### src/rtl/boot_loader_if.sv
// Byte-stream and instruction-memory bundle for the boot loader.
// The loader is the slave of the byte stream and drives the memory write port.
interface boot_loader_if;
    logic        rx_valid;
    logic [7:0]  rx_data;
    logic        rx_ready;
    logic        mem_w_enb;
    logic [31:0] mem_addr;
    logic [31:0] mem_w_data;

    modport master (
        output rx_valid, rx_data,
        input  rx_ready, mem_w_enb, mem_addr, mem_w_data
    );

    modport slave (
        input  rx_valid, rx_data,
        output rx_ready, mem_w_enb, mem_addr, mem_w_data
    );
endinterface

### src/rtl/boot_loader.sv
// Loads a length-prefixed little-endian word image into instruction memory.
// Define BOOT_LOADER_CHECKSUM_EN to require a trailing XOR checksum byte.
module boot_loader #(
    parameter int ADDR_BITS = 10
) (
    input  logic         clk,
    input  logic         rst,
    input  logic         start,
    boot_loader_if.slave bus,
    output logic         core_rst,
    output logic         busy,
    output logic         done,
    output logic [1:0]   err_code
);
    localparam int          MAX_WORDS = 2 ** (ADDR_BITS - 2);
    localparam logic [16:0] MAX_W     = 17'(MAX_WORDS);

    typedef enum logic [2:0] {
        IDLE, LEN0, LEN1, DATA, WRITE, CHK, DONE, ERR
    } state_e;

    state_e      state_q, state_d;
    logic [15:0] len_q, len_d;
    logic [15:0] idx_q, idx_d;
    logic [1:0]  bcnt_q, bcnt_d;
    logic [23:0] word_q, word_d;
    logic [31:0] addr_q, addr_d;
    logic [31:0] wdata_q, wdata_d;
    logic [1:0]  err_q, err_d;
`ifdef BOOT_LOADER_CHECKSUM_EN
    logic [7:0]  csum_q, csum_d;
`endif

    logic        rdy;
    logic        xfer;
    logic [15:0] n_rx;
    logic [15:0] idx_inc;

    assign rdy = (state_q == LEN0) || (state_q == LEN1) ||
                 (state_q == DATA) || (state_q == CHK);
    assign xfer    = bus.rx_valid && rdy;
    assign n_rx    = {bus.rx_data, len_q[7:0]};
    assign idx_inc = idx_q + 16'd1;

    always_comb begin
        state_d = state_q;
        len_d   = len_q;
        idx_d   = idx_q;
        bcnt_d  = bcnt_q;
        word_d  = word_q;
        addr_d  = addr_q;
        wdata_d = wdata_q;
        err_d   = err_q;
`ifdef BOOT_LOADER_CHECKSUM_EN
        csum_d  = csum_q;
`endif
        unique case (state_q)
            IDLE, DONE, ERR: begin
                if (start) begin
                    state_d = LEN0;
                    err_d   = 2'b00;
                    idx_d   = '0;
                    bcnt_d  = '0;
`ifdef BOOT_LOADER_CHECKSUM_EN
                    csum_d  = '0;
`endif
                end
            end
            LEN0: begin
                if (xfer) begin
                    len_d[7:0] = bus.rx_data;
                    state_d    = LEN1;
                end
            end
            LEN1: begin
                if (xfer) begin
                    len_d[15:8] = bus.rx_data;
                    if (n_rx != 16'd0 && {1'b0, n_rx} <= MAX_W) begin
                        state_d = DATA;
                    end else begin
                        state_d = ERR;
                        err_d   = 2'b01;
                    end
                end
            end
            DATA: begin
                if (xfer) begin
                    bcnt_d = bcnt_q + 2'd1;
`ifdef BOOT_LOADER_CHECKSUM_EN
                    csum_d = csum_q ^ bus.rx_data;
`endif
                    unique case (bcnt_q)
                        2'd0: word_d[7:0]   = bus.rx_data;
                        2'd1: word_d[15:8]  = bus.rx_data;
                        2'd2: word_d[23:16] = bus.rx_data;
                        default: begin
                            // Address and data are latched here so the
                            // memory port is purely registered in WRITE.
                            state_d = WRITE;
                            addr_d  = 32'({idx_q[ADDR_BITS-3:0], 2'b00});
                            wdata_d = {bus.rx_data, word_q};
                        end
                    endcase
                end
            end
            WRITE: begin
                idx_d = idx_inc;
                if (idx_inc == len_q) begin
`ifdef BOOT_LOADER_CHECKSUM_EN
                    state_d = CHK;
`else
                    state_d = DONE;
`endif
                end else begin
                    state_d = DATA;
                end
            end
            CHK: begin
`ifdef BOOT_LOADER_CHECKSUM_EN
                if (xfer) begin
                    if (bus.rx_data == csum_q) begin
                        state_d = DONE;
                    end else begin
                        state_d = ERR;
                        err_d   = 2'b10;
                    end
                end
`else
                state_d = IDLE;
`endif
            end
            default: state_d = IDLE;
        endcase
    end

    always_ff @(posedge clk or posedge rst) begin
        if (rst) begin
            state_q <= IDLE;
            len_q   <= '0;
            idx_q   <= '0;
            bcnt_q  <= '0;
            word_q  <= '0;
            addr_q  <= '0;
            wdata_q <= '0;
            err_q   <= '0;
`ifdef BOOT_LOADER_CHECKSUM_EN
            csum_q  <= '0;
`endif
        end else begin
            state_q <= state_d;
            len_q   <= len_d;
            idx_q   <= idx_d;
            bcnt_q  <= bcnt_d;
            word_q  <= word_d;
            addr_q  <= addr_d;
            wdata_q <= wdata_d;
            err_q   <= err_d;
`ifdef BOOT_LOADER_CHECKSUM_EN
            csum_q  <= csum_d;
`endif
        end
    end

    assign bus.rx_ready   = rdy;
    assign bus.mem_w_enb  = (state_q == WRITE);
    assign bus.mem_addr   = addr_q;
    assign bus.mem_w_data = wdata_q;
    assign busy     = rdy || (state_q == WRITE);
    assign done     = (state_q == DONE);
    assign core_rst = (state_q != DONE);
    assign err_code = err_q;
endmodule

### src/flat_wrapper.sv
// flat-port wrapper written by rule: the top's interface ports become plain ports
module boot_loader_flat 
#(
    parameter int ADDR_BITS = 10
)
  (clk, rst, start, core_rst, busy, done, err_code, bus_rx_valid, bus_rx_data, bus_rx_ready, bus_mem_w_enb, bus_mem_addr, bus_mem_w_data);
  boot_loader_if bus_i ();
  input  logic clk;
  input  logic rst;
  input  logic start;
  output logic core_rst;
  output logic busy;
  output logic done;
  output logic [1:0] err_code;
  input wire logic [$bits(bus_i.rx_valid)-1:0] bus_rx_valid;
  input wire logic [$bits(bus_i.rx_data)-1:0] bus_rx_data;
  output wire logic [$bits(bus_i.rx_ready)-1:0] bus_rx_ready;
  output wire logic [$bits(bus_i.mem_w_enb)-1:0] bus_mem_w_enb;
  output wire logic [$bits(bus_i.mem_addr)-1:0] bus_mem_addr;
  output wire logic [$bits(bus_i.mem_w_data)-1:0] bus_mem_w_data;
  assign bus_i.rx_valid = bus_rx_valid;
  assign bus_i.rx_data = bus_rx_data;
  assign bus_rx_ready = bus_i.rx_ready;
  assign bus_mem_w_enb = bus_i.mem_w_enb;
  assign bus_mem_addr = bus_i.mem_addr;
  assign bus_mem_w_data = bus_i.mem_w_data;
  boot_loader #(.ADDR_BITS(ADDR_BITS)) u_core (.clk(clk), .rst(rst), .start(start), .bus(bus_i), .core_rst(core_rst), .busy(busy), .done(done), .err_code(err_code));
endmodule
### config.mk
export PLATFORM = sky130hd
export DESIGN_NAME = boot_loader_flat
export DESIGN_NICKNAME = d
export VERILOG_FILES = /design/src/rtl/boot_loader_if.sv /design/src/rtl/boot_loader.sv /design/src/flat_wrapper.sv
export SDC_FILE = /design/constraint.sdc
export NUM_CORES = 1
export LEC_CHECK = 0
export BUFFER_PORTS_ARGS = -buffer_cell sky130_fd_sc_hd__buf_2
export CORE_ASPECT_RATIO = 1.1
export CORE_UTILIZATION = 25
export CTS_CLUSTER_SIZE = 10
export DETAILED_ROUTE_END_ITERATION = 6
export SLEW_MARGIN = 10
export SYNTH_ARGS = -nofsm -noshare
export SYNTH_HDL_FRONTEND = slang
export SYNTH_SLANG_ARGS = --single-unit
### constraint.sdc
create_clock -name clk -period 5.3 [get_ports clk]
set_input_delay 0.53 -clock clk [delete_from_list [all_inputs] [get_ports clk]]
set_output_delay 0.53 -clock clk [all_outputs]
set_load 0.1 [all_outputs]
Word level (Yosys, flattened, before mapping). Index checks and enable logic that the tools add are counted.

$lt $le $gt $ge: 1. Multiplexer cells: 16. Eq/ne operators: 17. Bitwise logic cells: 1. Reduce and logical (&&, ||, !) cells: 24. $add $sub $neg: 2.

Operators by type and width (count): $pmux W16 S2 (1); $mux W3 (7); $pmux W3 S6 (1); $add A16 B1 Y16 const B (1); $eq A16 B16 Y1 (1); $le A16 B9 Y1 const B (1); $mux W16 (1); $reduce_bool A16 Y1 (1); $reduce_and A3 Y1 (5); $eq A3 B3 Y1 const B (4); $mux W2 (4); $pmux W2 S2 (2); $eq A3 B2 Y1 const B (2); $ne A2 B1 Y1 const B (3); $ne A2 B2 Y1 const B (3); $reduce_and A2 Y1 (3); $reduce_bool A2 Y1 (3); $reduce_or A3 Y1 (2); $reduce_and A5 Y1 (1); $logic_or A1 B1 Y1 (4); $reduce_and A4 Y1 (1); $eq A3 B1 Y1 const B (1); $logic_not A3 Y1 (1); $ne A3 B3 Y1 const B (1); 6 further kinds (7).

Register bits: 103. Word-level logic and storage cells: 72.

Longest topological paths before layout.
Depth in word-level cells: 7. Gate-level depth with buffers: 8.

Least setup slack after synthesis. OpenSTA, ideal clock, no wires.

Path kind: reg-to-reg. Start: register u_core.state_q[1]. End: register u_core.idx_q[6]. Path slack: 2293 ps. Data required time: 5204 ps. Buffers on the path: 1. Stages on the path, launching flop included: 7. Arrival: 2912 ps. Path through: dfrtp_1 > a21oi_1 > nor2b_1 > nor2_1 > clkbuf_1 > o21ai_1 > o31ai_1.

Longest elaborated chain between the ends: 4. Elaborated cells between the ends (all ways): 9.

RTL lines: from (decl) (line boot_loader.sv:22) `state_e state_q, state_d;`; from (signal assigned) (line boot_loader.sv:150) `state_q <= state_d;`; $eq A3 B3 Y1 / $logic_not A3 Y1 (equally long branches) (line boot_loader.sv:57) `unique case (state_q)`; $reduce_or A3 Y1 (line boot_loader.sv:57); $ne A2 B2 Y1 (no line) / $reduce_bool A2 Y1 (equally long branches); $reduce_and A2 Y1 (no line); to (signal assigned) (line boot_loader.sv:152) `idx_q <= idx_d;`; to (decl) (line boot_loader.sv:24) `logic [15:0] idx_q, idx_d;`.

Several ways; a longest one is shown, not always the timed one. A chain may end at the register's enable or synchronous reset.

Worst setup path after layout.
Start: register u_core.state_q[1]. End: output bus_mem_w_enb.

Longest elaborated chain between the ends: 1.

RTL lines: $eq A3 B3 Y1 (line boot_loader.sv:165) `assign bus.mem_w_enb = (state_q == WRITE);`; to (decl) (line flat_wrapper.sv:18) `output wire logic [$bits(bus_i.mem_w_enb)-1:0] bus_mem_w_enb;`.

No other way between the ends.

==> results.sh <==
export IMPL_r2r_slack_ps=2590
export IMPL_relSlewSlack_pct=30.9
export IMPL_drt_initial_drc_count=170
export IMPL_whs_ps=228
export IMPL_stdcell_area_mm2=0.00570
export IMPL_die_w_um=137
export IMPL_cp_arrival_ps=2300
export IMPL_criticalPathCategory="flip-flop to output pin"
export IMPL_fin_cells=730
export IMPL_hp_class="primary input to asynchronous set/reset pin"
export IMPL_core_rowCount=53
export IMPL_totalWireLength_mm=11.3
export IMPL_worstPathCellList="nor2_1, nand2_1, inv_2, buf_2"
export IMPL_synth_cells=432
export IMPL_synth_avg_cell_area_um2=11.6
export IMPL_cts_tree="done"
export IMPL_cts_max_path_buffers=2
export IMPL_antenna_found_initial=0
export IMPL_core_mm2=0.0194
export IMPL_fillers=2021
export IMPL_vias=3334
export IMPL_seq_area_mm2=0.00255
export IMPL_grt_pass1_wl_mm=18.4
export IMPL_cts_root_buf="clkbuf_16"
export IMPL_ant_nets=0
export IMPL_yosysWarnings=0
export IMPL_period_needed_ps=2830
export IMPL_syn2layout_area_growth_pct=14.0
export IMPL_port_buffers=57
export IMPL_path_max_fanout=18
export IMPL_finalHoldViolCount=0
export IMPL_grt_pass1_vias=3424
export IMPL_ioPinCount=83
export IMPL_setup_viol=0
export IMPL_worst_r2r_path_depth=7
export IMPL_synth_top_area_cell="dfrtp_1"
export IMPL_path_delay_family="buffers and inverters"
export IMPL_ys_types=47
export IMPL_cts_htree_levels=3
export IMPL_r2r_end="u_core.state_q[2]"
export IMPL_crit_end="bus_mem_w_enb"
export IMPL_gp_congestion=0.919
export IMPL_drive_gt1_share_pct=25.7
export IMPL_grt_usage_pct=11.6
export IMPL_hpwl_mm=7.95
export IMPL_synthesis_area_mm2=0.00500
export IMPL_dieHeight_um=150
export IMPL_nets=496
export IMPL_worst_slew_pin_slew_ps=1030
export IMPL_drt_first_pass_iters=4
export IMPL_grt_max_degree=64
export IMPL_placed_cells=715
export IMPL_multi_input_area_mm2=0.00221
export IMPL_dieArea_mm2=0.0206
export IMPL_clock_sinks=102
export IMPL_synthFlopType="dfrtp_1"
export IMPL_crit_path_start_kind="flip-flop"
export IMPL_dpl_cell_area_mm2=0.00541
export IMPL_path_clk_slew_ps=70
export IMPL_cts_setup_buffers=0
export IMPL_fin_skew_ps=12.3
export IMPL_r2r_start="u_core.idx_q[0]"
export IMPL_synthArstFlopShare_pct=100
export IMPL_rsz0062_at_grt="no"
export IMPL_drc=0
export IMPL_status="finished clean"
export IMPL_via_per_inst=4.57
export IMPL_period_share_pct=53.4
export IMPL_slowest_delay_ps=510
export IMPL_fmax_mhz=353
export IMPL_synth_top_area_share_pct=51.0
export IMPL_initial_utilization_pct=25.8
export IMPL_finalMaxSlewViolations=0
export IMPL_muxShareOfSynthArea_pct=19.0
export IMPL_synth_compound_area_share_pct=6.55
export IMPL_tns_ps=0
export IMPL_synthAdderAreaFrac_pct=1.25
export IMPL_yosys_area_share_simple_pct=11.1
export IMPL_ctsHoldBuffers=0
export IMPL_setup_worst_path_end_class="output pin"
export IMPL_ys_seq_area_share_pct=51.0
export IMPL_cts_resized=0
export IMPL_antennaDiodeCount=0
export IMPL_synth_top_family_by_area="multiplexers"
export IMPL_crit_buf_inv=2
export IMPL_path_depth=4
export IMPL_synth_edf_count=0
export IMPL_synth_xor_area_share_pct=4.33
export IMPL_ys_ff_latch=102
export IMPL_routedWlPerCell_um=15.5
export IMPL_clk_latency_ps=340
export IMPL_drv_cap=0
export IMPL_numCtsBuffers=9
export IMPL_synthTopCellsByArea="dfrtp_1 51%, mux2_1 9.2%, mux2_2 8.8%"
export IMPL_grt_overflow=0
export IMPL_cp_startpoint="u_core.state_q[1]"
export IMPL_worst_path_max_delay_cell="dfrtp_1"
export IMPL_crit_required_ps=4770
[cells in the mapped netlist (3+ instances only)]
| cell type | count |
|---|---|
| dfrtp_1 | 102 |
| nand2_1 | 28 |
| xnor2_1 | 12 |
| nor3_1 | 5 |
| nor4_1 | 4 |
| nor2_1 | 22 |
| buf_2 | 11 |
| xor2_1 | 10 |
| a31oi_1 | 3 |
| or3_1 | 3 |
| mux2_2 | 39 |
| o31ai_1 | 4 |
| o21ai_1 | 13 |
| clkbuf_1 | 8 |
| buf_4 | 26 |
| o21ai_0 | 13 |
| mux2i_1 | 5 |
| nand4_1 | 5 |
| ha_1 | 5 |
| o211ai_1 | 3 |
| nor2b_1 | 4 |
| nor4_2 | 4 |
| a21oi_1 | 10 |
| mux2_1 | 41 |
| inv_1 | 10 |
| nand2b_1 | 6 |
| nand3_1 | 14 |
[cell usage in the layout (no fill, tap or decap), types with 4 or more instances in the layout]
cell	instances
clkbuf_16	9
xnor2_1	12
nand4_1	5
o31ai_1	4
inv_1	9
ha_1	5
conb_1	25
dfrtp_1	102
a21oi_1	10
nor4_1	4
mux2i_1	5
nand2b_1	6
nand3_1	14
nor3_1	5
buf_2	57
nor4_2	4
nor2_1	22
o21ai_1	13
xor2_1	10
nand2_1	27
nor2b_1	4
mux2_1	41
o21ai_0	13
mux2_2	39
[area by class of cell]
cell class              count  share of cell area (%)
repair buffers             58                    5.13
inverters                  11                   0.768
clock buffers               9                    3.95
flip-flops and latches    102                    44.7
clock inverters             6                    1.23
multi-input cells         297                    38.8
well taps                 247                    5.42
[state kept, by name, indices dropped and copies added, names as in the netlist]
signal	cells
u_core.word_q	24
u_core.idx_q	16
u_core.len_q	16
u_core.bus.mem_w_data	32
u_core.bcnt_q	2
u_core.bus.mem_addr	8
u_core.err_code	1
u_core.state_q	3
[stage by stage]
stage / setup slack [ps] / utilization (%)
after floorplan: 2090 / -
after global placement: 2740 / 27.9
after detailed placement: 2630 / 27.9
after CTS: 2450 / 29.5
after global routing: 2330 / 29.5
final: 2470 / 29.5
[layer usage]
| metal | part of all wire (%) | track usage (%) | up-vias | wire length (um) |
|---|---|---|---|---|
| li1 | - | - | 1568 | - |
| met1 | 46 | 15.4 | 1659 | 5220 |
| met2 | 48 | 18.5 | 98 | 5440 |
| met3 | 4.6 | 2.66 | 9 | 522 |
| met4 | 0.84 | 3.90 | 0 | 95 |
| met5 | 0 | 0 | - | 0 |
[worst min path at each step]
stage	from	to	slack, ps	cells after the start
finish	rst	u_core.bus.mem_addr[4]	230	2
detailed placement	u_core.word_q[2]	u_core.bus.mem_w_data[2]	470	1
global placement	u_core.word_q[8]	u_core.bus.mem_w_data[8]	460	1
CTS	rst	u_core.bus.mem_addr[7]	240	2
global route	rst	u_core.bus.mem_addr[4]	280	2
floorplan	u_core.word_q[0]	u_core.bus.mem_w_data[0]	450	1
[worst reg2reg max path, cell delays in order, from the launching register on]
cell	delay (ps)
dfrtp_1	510
ha_1	410
nand3_1	300
nor4_1	490
mux2i_1	260
nand4_1	110
nor4_2	390
a311o_1	170
[cells by family after synthesis]
group / after synthesis
other cells: 1
flops: 102
fa+ha+maj: 5
mux: 85
simple gates: 104
xor+xnor: 23
buf+inv: 57
compound gates: 55
Power is not shown: default switching activity piles up to over one toggle a cycle in this logic, so the estimate is an artifact.
